`config.mk`:
```
export PLATFORM = sky130hd
export DESIGN_NAME = array_result_collector
export DESIGN_NICKNAME = d
export VERILOG_FILES = /design/src/rtl/array_result_collector_pkg.sv /design/src/rtl/array_result_collector_lane_hold.sv /design/src/rtl/array_result_collector.sv
export SDC_FILE = /design/constraint.sdc
export NUM_CORES = 1
export LEC_CHECK = 0
export CORE_MARGIN = 1.5
export CORE_UTILIZATION = 45
export DETAILED_ROUTE_END_ITERATION = 12
export GPL_ROUTABILITY_DRIVEN = 0
export PLACE_DENSITY = 0.78
export SETUP_SLACK_MARGIN = 0.2
export SLEW_MARGIN = 15
export SYNTH_ARGS = -nofsm -noshare
export SYNTH_HDL_FRONTEND = slang
export SYNTH_SLANG_ARGS = --single-unit
```
`constraint.sdc`:
```
create_clock -name clk -period 5.2 [get_ports clk]
set_clock_uncertainty 0.15 [all_clocks]
set_input_delay 0.78 -clock clk [delete_from_list [all_inputs] [get_ports clk]]
set_output_delay 0.78 -clock clk [all_outputs]
set_load 0.1 [all_outputs]
```
`src/rtl/array_result_collector_pkg.sv`:
```
// Shared stream-block definitions: collector FSM states and index-width helper.
package array_result_collector_pkg;

    typedef enum logic {
        COLLECT = 1'b0,
        EMIT    = 1'b1
    } arc_state_e;

    // Index width for an n-entry selector, never narrower than one bit.
    function automatic int unsigned idx_width(input int unsigned n);
        return (n <= 1) ? 1 : $clog2(n);
    endfunction

endpackage

```
`src/rtl/array_result_collector_lane_hold.sv`:
```
// One-entry AXI-stream hold for a single array lane, with external clear.
module axis_lane_hold
    import array_result_collector_pkg::*;
#(
    parameter int DATA_WIDTH = 16,
    parameter int USER_WIDTH = 1
) (
    input  logic                  i_clk,
    input  logic                  i_rst,
    input  logic                  i_en,
    input  logic                  i_clr,
    input  logic [DATA_WIDTH-1:0] i_tdata,
    input  logic                  i_tvalid,
    output logic                  o_tready,
    input  logic                  i_tlast,
    input  logic [USER_WIDTH-1:0] i_tuser,
    output logic                  o_valid,
    output logic [DATA_WIDTH-1:0] o_data,
    output logic                  o_last,
    output logic [USER_WIDTH-1:0] o_user,
    output logic                  o_nxt_valid,
    output logic                  o_nxt_last,
    output logic [USER_WIDTH-1:0] o_nxt_user
);

    logic                  r_valid;
    logic [DATA_WIDTH-1:0] r_data;
    logic                  r_last;
    logic [USER_WIDTH-1:0] r_user;
    logic                  w_cap;

    assign o_tready = ~r_valid & ~i_rst & i_en;
    assign w_cap    = i_tvalid & o_tready;

    // Post-edge view, so the collector can judge a beat on the edge that completes it.
    assign o_nxt_valid = r_valid | w_cap;
    assign o_nxt_last  = w_cap ? i_tlast : r_last;
    assign o_nxt_user  = w_cap ? i_tuser : r_user;

    always_ff @(posedge i_clk) begin
        if (i_rst || i_clr) begin
            r_valid <= 1'b0;
        end else if (w_cap) begin
            r_valid <= 1'b1;
            r_data  <= i_tdata;
            r_last  <= i_tlast;
            r_user  <= i_tuser;
        end
    end

    assign o_valid = r_valid;
    assign o_data  = r_data;
    assign o_last  = r_last;
    assign o_user  = r_user;

endmodule

```
`src/rtl/array_result_collector.sv`:
```
// Serialises PE_NUMBER_I aligned lane words into one AXI-stream, lane 0 first,
// and flags cross-lane tlast/tuser disagreement.
module array_result_collector
    import array_result_collector_pkg::*;
#(
    parameter int PE_NUMBER_I = 4,
    parameter int DATA_WIDTH  = 16,
    parameter int USER_ENABLE = 0,
    parameter int USER_WIDTH  = 1,
    parameter int FCNT_WIDTH  = 16
) (
    input  logic                             clk,
    input  logic                             rst,
    input  logic [DATA_WIDTH*PE_NUMBER_I-1:0] s_axis_tdata,
    input  logic [PE_NUMBER_I-1:0]           s_axis_tvalid,
    output logic [PE_NUMBER_I-1:0]           s_axis_tready,
    input  logic [PE_NUMBER_I-1:0]           s_axis_tlast,
    input  logic [USER_WIDTH*PE_NUMBER_I-1:0] s_axis_tuser,
    output logic [DATA_WIDTH-1:0]            m_axis_tdata,
    output logic                             m_axis_tvalid,
    input  logic                             m_axis_tready,
    output logic                             m_axis_tlast,
    output logic [USER_WIDTH-1:0]            m_axis_tuser,
    output logic                             err_unaligned_last,
    output logic                             err_user_flag,
    output logic [FCNT_WIDTH-1:0]            frame_count
);

    localparam int unsigned IW = idx_width(PE_NUMBER_I);
    localparam logic [IW-1:0] LAST_IDX = IW'(PE_NUMBER_I - 1);

    arc_state_e             r_state, w_state_nxt;
    logic [IW-1:0]          r_idx, w_idx_nxt;
    logic                   w_collect, w_clr, w_enter_emit;
    logic                   w_last_mixed, w_user_mixed;
    logic                   r_err_last, r_err_user;
    logic [FCNT_WIDTH-1:0]  r_fcnt;

    logic [PE_NUMBER_I-1:0] w_hold_valid, w_hold_last, w_nxt_valid, w_nxt_last;
    logic [DATA_WIDTH-1:0]  w_hold_data [PE_NUMBER_I];
    logic [USER_WIDTH-1:0]  w_hold_user [PE_NUMBER_I];
    logic [USER_WIDTH-1:0]  w_nxt_user  [PE_NUMBER_I];

    assign w_collect = (r_state == COLLECT);

    for (genvar gi = 0; gi < PE_NUMBER_I; gi++) begin : g_lane
        axis_lane_hold #(
            .DATA_WIDTH (DATA_WIDTH),
            .USER_WIDTH (USER_WIDTH)
        ) u_hold (
            .i_clk       (clk),
            .i_rst       (rst),
            .i_en        (w_collect),
            .i_clr       (w_clr),
            .i_tdata     (s_axis_tdata[gi*DATA_WIDTH +: DATA_WIDTH]),
            .i_tvalid    (s_axis_tvalid[gi]),
            .o_tready    (s_axis_tready[gi]),
            .i_tlast     (s_axis_tlast[gi]),
            .i_tuser     (s_axis_tuser[gi*USER_WIDTH +: USER_WIDTH]),
            .o_valid     (w_hold_valid[gi]),
            .o_data      (w_hold_data[gi]),
            .o_last      (w_hold_last[gi]),
            .o_user      (w_hold_user[gi]),
            .o_nxt_valid (w_nxt_valid[gi]),
            .o_nxt_last  (w_nxt_last[gi]),
            .o_nxt_user  (w_nxt_user[gi])
        );
    end

    always_comb begin
        w_state_nxt   = r_state;
        w_idx_nxt     = r_idx;
        w_clr         = 1'b0;
        w_enter_emit  = 1'b0;
        m_axis_tvalid = 1'b0;
        case (r_state)
            COLLECT: begin
                if (&w_nxt_valid) begin
                    w_state_nxt  = EMIT;
                    w_enter_emit = 1'b1;
                end
            end
            EMIT: begin
                m_axis_tvalid = 1'b1;
                if (m_axis_tready) begin
                    if (r_idx == LAST_IDX) begin
                        w_idx_nxt   = '0;
                        w_clr       = 1'b1;
                        w_state_nxt = COLLECT;
                    end else begin
                        w_idx_nxt = r_idx + 1'b1;
                    end
                end
            end
            default: w_state_nxt = COLLECT;
        endcase
    end

    always_comb begin
        w_last_mixed = (|w_nxt_last) & ~(&w_nxt_last);
        w_user_mixed = 1'b0;
        for (int unsigned i = 1; i < PE_NUMBER_I; i++) begin
            if (w_nxt_user[i] != w_nxt_user[0]) w_user_mixed = 1'b1;
        end
    end

    always_ff @(posedge clk) begin
        if (rst) begin
            r_state <= COLLECT;
            r_idx   <= '0;
        end else begin
            r_state <= w_state_nxt;
            r_idx   <= w_idx_nxt;
        end
    end

    always_ff @(posedge clk) begin
        if (rst) begin
            r_err_last <= 1'b0;
            r_err_user <= 1'b0;
            r_fcnt     <= '0;
        end else begin
            if (w_enter_emit && w_last_mixed) r_err_last <= 1'b1;
            if (USER_ENABLE != 0 && w_enter_emit && w_user_mixed) r_err_user <= 1'b1;
            if (m_axis_tvalid && m_axis_tready && m_axis_tlast) r_fcnt <= r_fcnt + 1'b1;
        end
    end

    // A mixed-tlast beat has AND(hold_last)=0, so it never emits tlast.
    assign m_axis_tdata       = w_hold_data[r_idx];
    assign m_axis_tlast       = m_axis_tvalid & (r_idx == LAST_IDX) & (&w_hold_last);
    assign m_axis_tuser       = (USER_ENABLE != 0) ? w_hold_user[r_idx] : '0;
    assign err_unaligned_last = r_err_last;
    assign err_user_flag      = r_err_user;
    assign frame_count        = r_fcnt;

endmodule
```
After elaboration in Yosys (flattened, before gate mapping). Cells that the tools add are included.

Bits in registers: 92. Bits in writable memories: 0. Word-level logic and storage cells: 78. Memories kept: 0. Bits in read-only memories: 0. Input bits: 79. Latch bits: 0. Output and inout port bits: 41.

Reduce and logical (&&, ||, !) cells: 13. Eq/ne operators: 1. Add/sub/neg operators: 2. Shifts and indexed selects: 0. Bitwise logic cells: 28. Div/mod/pow operators: 0. Muxes and demuxes: 17. $lt $le $gt $ge: 1. Multipliers: 0.

Operators by type and width (number): $bmux W16 S2 (1); $mux W16 (2); $add A16 B1 Y16 const B (1); $and A1 B1 Y1 (15); $mux W1 (12); $reduce_and A4 Y1 (3); $reduce_and A2 Y1 (5); $not A1 Y1 (8); $or A1 B1 Y1 (4); $reduce_or A4 Y1 (1); $ge A3 B3 Y1 const B (1); $logic_and A1 B1 Y1 (3); $not A2 Y3 (1); $add A2 B1 Y2 const B (1); $eq A2 B2 Y1 const B (1); $mux W2 (1); $pmux W1 S2 (1); $logic_or A1 B1 Y1 (1).

Logic depth before layout (Yosys ltp). Gate-level depths: netlist of run 1.

Depth after elaboration: 9. Gate-level depth with buffers: 6.

By module. Synthesis of run 1 repeated with hierarchy kept, for this count alone.

Cell total of the unflattened synthesis: 256. Area total of the unflattened synthesis: 3960.0 um^2.

By module, submodules not included: axis_lane_hold (area an instance 646.9 um^2, cells each 29, instances 4); array_result_collector (area an instance 1372.6 um^2, cells each 140, instances 1).

Worst setup path before layout of run 1. OpenSTA, ideal clock, no wires.

Path type: reg2out. Start: register r_state. End: output m_axis_tlast. Data required time: 4.270 ns. Path slack: 1.657 ns. Stages on the path, launching flop included: 3. Data arrival time: 2.613 ns. Cell sequence: dfxtp_1 -> nand4_2 -> nor2_1.

Cells in the longest elaborated chain, start to end: 3.

RTL lines: from (decl) (line array_result_collector.sv:32) `arc_state_e r_state, w_state_nxt;`; from (signal assigned) (line array_result_collector.sv:112) `r_state <= w_state_nxt;`; $mux W1 (line array_result_collector.sv:76) `case (r_state)`; $and A1 B1 Y1 (2 in a row) (line array_result_collector.sv:131) `assign m_axis_tlast = m_axis_tvalid & (r_idx == LAST_IDX) & (&w_hold_last);`; to (decl) (line array_result_collector.sv:22) `output logic m_axis_tlast,`.

No other way between the ends.

Worst setup path after layout of run 1.
Start: register r_idx[0]. End: output m_axis_tdata[13].

Cells in the longest elaborated chain, start to end: 4.

RTL lines: from (decl) (line array_result_collector.sv:33) `logic [IW-1:0] r_idx, w_idx_nxt;`; from (signal assigned) (line array_result_collector.sv:113) `r_idx <= w_idx_nxt;`; $not A2 Y3 (not written as such) (line array_result_collector.sv:130) `assign m_axis_tdata = w_hold_data[r_idx];`; $bmux W16 S2 (line array_result_collector.sv:130); $mux W16 (not written as such) (2 in a row) (line array_result_collector.sv:130); to (decl) (line array_result_collector.sv:19) `output logic [DATA_WIDTH-1:0] m_axis_tdata,`.

No other way between the ends. The select of a mux whose other input is x is not followed.

==> flow_metrics.py, run 1 <==
metrics = {
    "cts": {
        "cts_hold_buf": 0,
        "cts_root_buffer": "clkbuf_8",
        "clkTransAtPathRegs_ps": 90,
        "cts_made_buffers": 9,
        "post_cts_buffers": 0,
        "worstSkewPairLatency_ps": 360,
        "clkSinkCount": 92,
        "cts_resized": 0,
        "cts_tree": "built",
        "clockBufferDepth": 2,
        "htreeDepth": 3,
    },
    "place": {
        "port_buffers": 113,
        "dp.cells": 452,
        "dp_slack_ps": 1590,
        "place_area_um2": 4960,
        "dpl.hpwl_um": 5990,
    },
    "power": {
        "power.density_nw_per_um2": 308,
        "p_leak_uw": 0.00175,
        "peakVddDrop_uv": 134,
    },
    "final_layout": {
        "diodes": 0,
        "nets": 439,
        "final_cells": 468,
        "final_area_um2": 5200,
        "area_delta_synth_final_pct": 38.5,
        "layout-drive-gt1-share_pct": 15.2,
    },
    "global_route": {
        "overflow": 0,
        "grt_max_degree": 22,
        "grt.total_usage_pct": 20.1,
        "gr-usage-met2_pct": 36.0,
        "grt_use_met1_pct": 23.7,
        "grt_pass1_wl_um": 12900,
        "top_usage_layer": "met2",
        "grt_pass1_vias": 2488,
        "grt_antenna_before_repair": 0,
        "grtUsageMet3_pct": 4.19,
    },
    "timing": {
        "period_share_pct": 75.3,
        "fin_crit_ps": 3910,
        "setup_viol_count_final": 0,
        "rsz0062_at_grt": "no",
        "relSlewSlack_pct": 32.7,
        "whs_ps": 355,
        "tightest_slew_ps": 1010,
        "worst_slack_ps": 1290,
        "slew_violations": 0,
        "maxClockFrequency_mhz": 255,
        "tns_ps": 0,
        "hold_violations": 0,
    },
    "critical_path": {
        "max_stage_delay_ps": 1000,
        "cp_max_fo": 12,
        "worstPathRequired_ps": 4270,
        "r2r_cells": 6,
        "r2r-start": "r_idx[1]",
        "cp_top_family": "buffers and inverters",
        "critPathBufInv": 2,
        "rrSetupSlack_ps": 2370,
        "r2r_end": "frame_count[12]",
        "critPathLaunchType": "flip-flop",
        "crit_chain": "buf_4 > mux4_2 > clkdlybuf4s50_1",
        "arrival_ps": 2980,
        "cp_slowest_cell": "clkdlybuf4s50_1",
        "path_class": "flip-flop to output port",
        "critPathCaptureType": "output port",
    },
    "hold_path": {
        "hold-path-endpoint": "frame_count[13]",
        "hold_depth": 2,
        "min_path_type": "flip-flop to flip-flop",
        "hold_path.startpoint": "frame_count[13]",
    },
    "yosys": {
        "yosysWarnings": 0,
        "synthAdderAreaFrac_pct": 0.666,
        "synthMuxAreaShare_pct": 12.4,
        "synth_area_per_cell_um2": 15.4,
        "synth_seq_cells": 92,
        "synth_top_family_by_area": "multiplexers",
        "synthArstFlopShare_pct": 0,
        "yosysUniqueCellTypes": 37,
        "synth_area_um2": 3760,
        "synth-compound-area-share_pct": 3.80,
        "ys_seq_area_share_pct": 67.1,
        "ys_dominant_reg_cell": "edfxtp_1",
        "synth-edff-count": 68,
        "synth-xor-area-share_pct": 0.466,
        "synth_cells": 244,
        "synth-simple-area-share_pct": 11.4,
    },
    "drt": {
        "drt-vias-per-instance": 5.21,
        "drt_iter0_markers": 90,
        "firstDrtPassIters": 6,
        "finalWirelength_um": 8370,
        "vias": 2440,
        "ant_nets": 0,
        "wl_per_cell_um": 17.9,
        "drc": 0,
    },
    "floorplan": {
        "row_count": 33,
        "io_pins": 120,
        "initial_core_util_pct": 46.2,
        "die_y_um": 94.4,
        "fp.dieW_um": 94.4,
        "core_area_um2": 8130,
        "die-area_um2": 8910,
    },
    "outcome": {
        "status": "completed",
    },
    "flow_run": {
        "cap_violations": 0,
    },
}
cell usage after synthesis (3+ instances only):
cell type / instances / area share [%]
clkbuf_1: 4 / 0.40
o21ai_0: 5 / 0.67
nor4b_4: 3 / 1.9
nand4_1: 4 / 0.67
dfxtp_1: 24 / 13
nand3_1: 3 / 0.40
nor2b_1: 4 / 0.67
nand2_1: 8 / 0.80
a21oi_1: 14 / 1.9
or3_1: 5 / 0.83
mux4_2: 16 / 9.6
buf_4: 6 / 1.2
or4_1: 5 / 1.0
edfxtp_1: 68 / 54
o31ai_1: 3 / 0.60
nor3_1: 10 / 1.3
mux2i_1: 5 / 1.3
nor2_1: 17 / 1.7
inv_1: 11 / 1.1
buf_2: 4 / 0.53
mux2_2: 5 / 1.5
routing by layer:
metal | up-vias | wire length [um]
li1 | 1155 | -
met1 | 1198 | 3220
met2 | 77 | 4570
met3 | 10 | 454
met4 | 0 | 127
met5 | - | 0
sequential cells by signal, indices dropped and copies added, names as in the netlist:
register	count
g_lane.u_hold.o_data	64
frame_count	16
g_lane.u_hold.o_last	4
g_lane.u_hold.o_valid	4
r_idx	2
err_unaligned_last	1
r_state	1
stage by stage:
stage | total power (uW) | utilization [%]
finish | 1600 | 64.0
global route | 1660 | 64.0
CTS | 1610 | 64.0
detailed placement | 1050 | 61.0
global placement | 1050 | 61.0
floorplan | 967 | -
final cells by class:
cell class,count,area [um2]
Clock inverter,6,111
Fill cell,588,2930
Timing Repair Buffer,120,1170
Tap cell,105,131
Sequential cell,92,2520
Multi-Input combinational cell,124,1100
Inverter,11,41.3
Clock buffer,10,128
layout by cell type (no fill, tap or decap), types with 8 or more instances in the layout:
| cell | instances |
|---|---|
| clkdlybuf4s50_1 | 109 |
| edfxtp_1 | 68 |
| dfxtp_1 | 24 |
| nor2_1 | 17 |
| mux4_2 | 16 |
| a21oi_1 | 14 |
| inv_1 | 11 |
| buf_4 | 11 |
| nor3_1 | 10 |
| clkbuf_8 | 9 |
| nand2_1 | 8 |
how the worst max path moves through the flow:
| stage | start | endpoint | slack, ps | cells after the start |
|---|---|---|---|---|
| floorplan | r_state | m_axis_tlast | 1660 | 2 |
| global placement | r_idx[0] | m_axis_tdata[13] | 1610 | 3 |
| detailed placement | r_idx[0] | m_axis_tdata[1] | 1590 | 3 |
| CTS | r_idx[0] | m_axis_tdata[1] | 1200 | 3 |
| global route | r_idx[0] | m_axis_tdata[1] | 1090 | 3 |
| finish | r_idx[0] | m_axis_tdata[13] | 1290 | 3 |
worst register-to-register path, delay by kind of cell (launching register included):
family	cells	cell delay, ps
multiplexers	1	360
flip-flops	1	620
AND/OR/NAND/NOR	3	1070
adder cells (fa/ha/maj)	1	230
buffers and inverters	1	300
cell families after synthesis:
kind of cell               Yosys count
and+or+nand+nor                     67
adders and majority gates            2
xor gates and xnor gates             2
buffers and inverters               29
AOI/OAI and AO/OA                   25
other                                1
muxes                               26
DFF                                 92
report_power, final:
part / total (uW) / switching (uW) / internal (uW)
clock network: 567 / 247 / 320
logic: 202 / 118 / 83.4
registers: 832 / 12.0 / 820
Power figures use the tool's default switching activity.
==> run 2: changes to the inputs <==
--- a/config.mk
+++ b/config.mk
@@ -6,10 +6,10 @@
 export NUM_CORES = 1
 export LEC_CHECK = 0
 export CORE_MARGIN = 1.5
-export CORE_UTILIZATION = 45
+export CORE_UTILIZATION = 42
 export DETAILED_ROUTE_END_ITERATION = 12
 export GPL_ROUTABILITY_DRIVEN = 0
-export PLACE_DENSITY = 0.78
+export PLACE_DENSITY = 0.77
 export SETUP_SLACK_MARGIN = 0.2
 export SLEW_MARGIN = 15
 export SYNTH_ARGS = -nofsm -noshare
==> constraint.sdc (replaced) <==
create_clock -name clk -period 3.25 [get_ports clk]
set_clock_uncertainty 0.15 [all_clocks]
set_input_delay 0.4875 -clock clk [delete_from_list [all_inputs] [get_ports clk]]
set_output_delay 0.4875 -clock clk [all_outputs]
set_load 0.1 [all_outputs]
==> flow_metrics.py, run 2 (synthesis results as in run 1) <==
metrics = {
    "drt": {
        "wl_met3_um": 402,
        "drc": 0,
        "wl_per_cell_um": 18.5,
        "drt-vias-per-instance": 5.30,
        "dr_wl_met2_um": 4470,
        "vias": 2502,
        "drt_iter0_markers": 86,
        "finalWirelength_um": 8750,
        "ant_nets": 0,
        "top_layer": "met4",
        "firstDrtPassIters": 4,
        "wl_met1_um": 3730,
    },
    "power": {
        "internal_power_uw": 1830,
        "peakVddDrop_uv": 228,
        "total_power_uw": 2430,
        "switching_share_pct": 24.6,
        "p_clk_share_pct": 30.1,
        "combPwrFrac_pct": 15.1,
        "power.density_nw_per_um2": 454,
        "switching_power_uw": 597,
        "seqPwrFrac_pct": 54.8,
        "p_leak_uw": 0.00188,
    },
    "cts": {
        "clkSinkCount": 92,
        "htreeDepth": 3,
        "post_cts_buffers": 0,
        "cts_made_buffers": 9,
        "clkTransAtPathRegs_ps": 90,
        "cts_root_buffer": "clkbuf_8",
        "cts_resized": 0,
        "cts_tree": "built",
        "cts_hold_buf": 0,
        "worstSkewPairLatency_ps": 340,
        "clockBufferDepth": 2,
    },
    "global_route": {
        "grt.total_usage_pct": 18.5,
        "grt_pass1_vias": 2552,
        "grt_max_degree": 19,
        "overflow": 0,
        "grt_pass1_wl_um": 13500,
        "grt_antenna_before_repair": 0,
    },
    "floorplan": {
        "fp.dieW_um": 97.6,
        "io_pins": 120,
        "initial_core_util_pct": 43.3,
        "row_count": 34,
        "die_y_um": 97.6,
        "core_area_um2": 8680,
        "die-area_um2": 9520,
    },
    "critical_path": {
        "worstPathRequired_ps": 2610,
        "critPathCaptureType": "output port",
        "cp_max_fo": 16,
        "cp_slowest_cell": "clkdlybuf4s50_1",
        "path_class": "input port to output port",
        "max_stage_delay_ps": 670,
        "critPathBufInv": 3,
        "crit_chain": "clkdlybuf4s50_1 > buf_4 > nor3_1 > buf_12",
        "arrival_ps": 2100,
        "critPathLaunchType": "input port",
        "cp_top_family": "buffers and inverters",
    },
    "final_layout": {
        "area_delta_synth_final_pct": 42.3,
        "diodes": 0,
        "layout-drive-gt1-share_pct": 25.0,
        "nets": 440,
        "layout_commonest_cell": "clkdlybuf4s50_1",
        "mostFrequentLayoutCells": "clkdlybuf4s50_1, edfxtp_1, buf_4",
        "largest_register_ffs": 64,
        "fillers": 666,
    },
    "place": {
        "dpl.hpwl_um": 6150,
        "port_buffers": 113,
    },
    "timing": {
        "slew_violations": 0,
        "period_share_pct": 84.1,
        "setup_viol_count_final": 0,
        "fin_crit_ps": 2730,
        "rsz0062_at_grt": "no",
        "tightest_slew_ps": 730,
        "hold_violations": 0,
        "relSlewSlack_pct": 51.3,
        "maxClockFrequency_mhz": 366,
        "tns_ps": 0,
    },
    "outcome": {
        "status": "completed",
    },
    "flow_run": {
        "cap_violations": 0,
    },
    "hold_path": {
        "min_path_type": "flip-flop to flip-flop",
    },
}
run 2: cell types whose count changed in the layout (fill, tap and decap cells not counted), sizes merged:
cell and change:
inv -1, bufinv -2, clkinv +4, buf +36, clkdlybuf4s50 -35, clkbuf -1
run 2: worst reg2reg max path: cells and delay by family, from the launching register on:
family	cells	cell delay, ps
muxes	1	370
DFF	1	800
and+or+nand+nor	3	1240
run 2: metrics by stage:
step / cell area, um2 / setup WS, ps / utilization (%) / hold slack (ps) / std cells
2_1_floorplan: 3770 / 314 / - / 383 / 245
3_3_place_gp: 5150 / 490 / 59.4 / 329 / 456
3_5_place_dp: 5150 / 454 / 59.4 / 349 / 456
4_1_cts: 5350 / 505 / 61.6 / 362 / 472
5_1_grt: 5350 / 409 / 61.6 / 385 / 472
6_report: 5350 / 517 / 61.6 / 364 / 472
run 2: path summary, 6_finish.rpt:
kind                        start          endpoint  slack, ps  cells past startpoint
setup / recovery              rst  s_axis_tready[1]        520                      4
hold reg to reg   frame_count[13]   frame_count[13]        360                      2
setup reg to reg          r_state   frame_count[10]        590                      4
hold / removal    frame_count[13]   frame_count[13]        360                      2
run 2: layout make-up:
type,instances,area (um2),share of cell area (%)
clock buffers,9,124,2.32
clock inverters,7,67.6,1.26
inverters,11,41.3,0.772
multi-input cells,124,1100,20.6
flip-flops and latches,92,2520,47.2
well taps,108,135,2.53
repair buffers,121,1360,25.4
run 2: layer usage:
metal | GRT usage, % | vias to the layer above
met5 | 0 | -
met4 | 7.58 | 0
met3 | 2.95 | 13
met2 | 32.3 | 86
met1 | 23.0 | 1248
li1 | - | 1155
run 2: power by group through the flow:
| stage | sequential [uW] | combinational (uW) | clock [uW] |
|---|---|---|---|
| after floorplan | 1360 | 192 | 0 |
| after global placement | 1350 | 364 | 0 |
| after detailed placement | 1360 | 368 | 0 |
| after CTS | 1330 | 370 | 750 |
| final | 1330 | 367 | 729 |
| after global routing | 1330 | 381 | 786 |
==> run 3: changes to the inputs <==
--- a/config.mk
+++ b/config.mk
@@ -6,10 +6,10 @@
 export NUM_CORES = 1
 export LEC_CHECK = 0
 export CORE_MARGIN = 1.5
-export CORE_UTILIZATION = 42
+export CORE_UTILIZATION = 45
 export DETAILED_ROUTE_END_ITERATION = 12
 export GPL_ROUTABILITY_DRIVEN = 0
-export PLACE_DENSITY = 0.77
+export PLACE_DENSITY = 0.78
 export SETUP_SLACK_MARGIN = 0.2
 export SLEW_MARGIN = 15
 export SYNTH_ARGS = -nofsm -noshare
==> constraint.sdc (replaced) <==
create_clock -name clk -period 2.6 [get_ports clk]
set_clock_uncertainty 0.15 [all_clocks]
set_input_delay 0.39 -clock clk [delete_from_list [all_inputs] [get_ports clk]]
set_output_delay 0.39 -clock clk [all_outputs]
set_load 0.1 [all_outputs]
==> flow_metrics.py, run 3 (synthesis results as in run 1) <==
metrics = {
    "floorplan": {
        "die_y_um": 94.4,
        "core_area_um2": 8130,
        "io_pins": 120,
        "row_count": 33,
        "fp.dieW_um": 94.4,
        "die-area_um2": 8910,
        "initial_core_util_pct": 46.2,
    },
    "drt": {
        "vias": 2433,
        "drt-vias-per-instance": 5.18,
        "finalWirelength_um": 8580,
        "wl_per_cell_um": 18.3,
        "drt_iter0_markers": 82,
        "ant_nets": 0,
        "drc": 0,
        "firstDrtPassIters": 4,
    },
    "timing": {
        "fin_crit_ps": 2290,
        "slew_violations": 0,
        "relSlewSlack_pct": 67.1,
        "setup_viol_count_final": 0,
        "tns_ps": 0,
        "period_share_pct": 88.2,
        "rsz0062_at_grt": "no",
        "tightest_slew_ps": 489,
        "hold_violations": 0,
        "maxClockFrequency_mhz": 436,
    },
    "hold_path": {
        "hold_depth": 2,
        "hold-path-endpoint": "frame_count[5]",
        "min_path_type": "flip-flop to flip-flop",
        "hold_path.startpoint": "frame_count[5]",
    },
    "cts": {
        "htreeDepth": 3,
        "clkSinkCount": 92,
        "cts_made_buffers": 9,
        "worstSkewPairLatency_ps": 360,
        "post_cts_buffers": 0,
        "clkTransAtPathRegs_ps": 90,
        "clockBufferDepth": 2,
        "cts_root_buffer": "clkbuf_8",
        "cts_tree": "built",
    },
    "critical_path": {
        "worstPathRequired_ps": 2060,
        "critPathCaptureType": "output port",
        "critPathLaunchType": "flip-flop",
        "cp_slowest_cell": "mux4_2",
        "crit_chain": "buf_6 > mux4_2 > buf_12",
        "r2r-start": "r_idx[0]",
        "max_stage_delay_ps": 590,
        "r2r_cells": 5,
        "cp_max_fo": 18,
        "r2r_end": "frame_count[8]",
        "rrSetupSlack_ps": 350,
        "path_class": "flip-flop to output port",
        "arrival_ps": 1750,
    },
    "global_route": {
        "grt_antenna_before_repair": 0,
        "grt.total_usage_pct": 20.2,
        "grt_pass1_vias": 2423,
        "overflow": 0,
        "grt_max_degree": 26,
        "grt_pass1_wl_um": 13000,
    },
    "power": {
        "peakVddDrop_uv": 312,
        "p_leak_uw": 0.00190,
        "power.density_nw_per_um2": 586,
        "total_power_uw": 3160,
    },
    "final_layout": {
        "layout_commonest_cell": "clkdlybuf4s50_1",
        "mostFrequentLayoutCells": "clkdlybuf4s50_1, edfxtp_1, buf_4",
        "area_delta_synth_final_pct": 43.8,
        "nets": 441,
        "fillers": 556,
        "largest_register_ffs": 64,
        "layout-drive-gt1-share_pct": 27.7,
        "diodes": 0,
    },
    "place": {
        "dpl.hpwl_um": 6110,
        "port_buffers": 113,
    },
    "flow_run": {
        "cap_violations": 0,
    },
    "outcome": {
        "status": "completed",
    },
}
## run 3: changes by cell type in the layout (fill, tap and decap cells not counted), moves of 2 or more
cell,previous run,this run
dfxtp_1,24,15
dfxtp_2,0,8
clkbuf_1,0,2
clkinv_1,2,0
clkinv_4,2,0
## run 3: worst max-delay path: cells and delay by family, from the launching register on
kind | cells | cell delay (ps)
buf+inv | 2 | 460
flops | 1 | 350
mux | 1 | 590
## run 3: cell type report
| class | instances | area [um2] | share of cell area, % |
|---|---|---|---|
| multi-input combinational | 124 | 1100 | 20.3 |
| tap | 105 | 131 | 2.43 |
| timing repair buffer | 122 | 1380 | 25.5 |
| clock buffer | 11 | 131 | 2.43 |
| inverter | 11 | 41.3 | 0.764 |
| clock inverter | 5 | 83.8 | 1.55 |
| sequential | 92 | 2540 | 46.9 |
## run 3: stage by stage
stage                     area [um2]  setup slack, ps  hold slack, ps  utilization (%)  cells
after detailed placement        5180              107             344             63.7    454
after floorplan                 3790             47.6             339                -    245
final                           5400              307             353             66.4    470
after CTS                       5400              273             357             66.4    470
after global placement          5180              121             325             63.7    454
after global routing            5400              210             374             66.4    470
## run 3: worst max-delay path by stage
stage	from	endpoint	slack (ps)
global route	r_idx[0]	frame_count[8]	210
CTS	r_idx[0]	m_axis_tdata[8]	270
floorplan	r_state	err_unaligned_last	50
global placement	rst	err_unaligned_last	120
finish	r_idx[0]	m_axis_tdata[8]	310
detailed placement	rst	err_unaligned_last	110
## run 3: report_power, final
| group | internal (uW) | switching [uW] |
|---|---|---|
| clock | 546 | 495 |
| sequential | 1640 | 23.4 |
| combinational | 211 | 250 |
| total | 2400 | 768 |
## run 3: metal layers
layer	GRT usage (%)	wire (um)
met1	23.8	3440
met2	36.2	4540
met3	3.62	445
met4	8.71	155
met5	0	0
## run 3: timing repair
| action | CTS | global route |
|---|---|---|
| hold buffers | 0 | 0 |
| endpoints found under the setup margin | 1 | 0 |
| gates resized for setup | 1 | 0 |
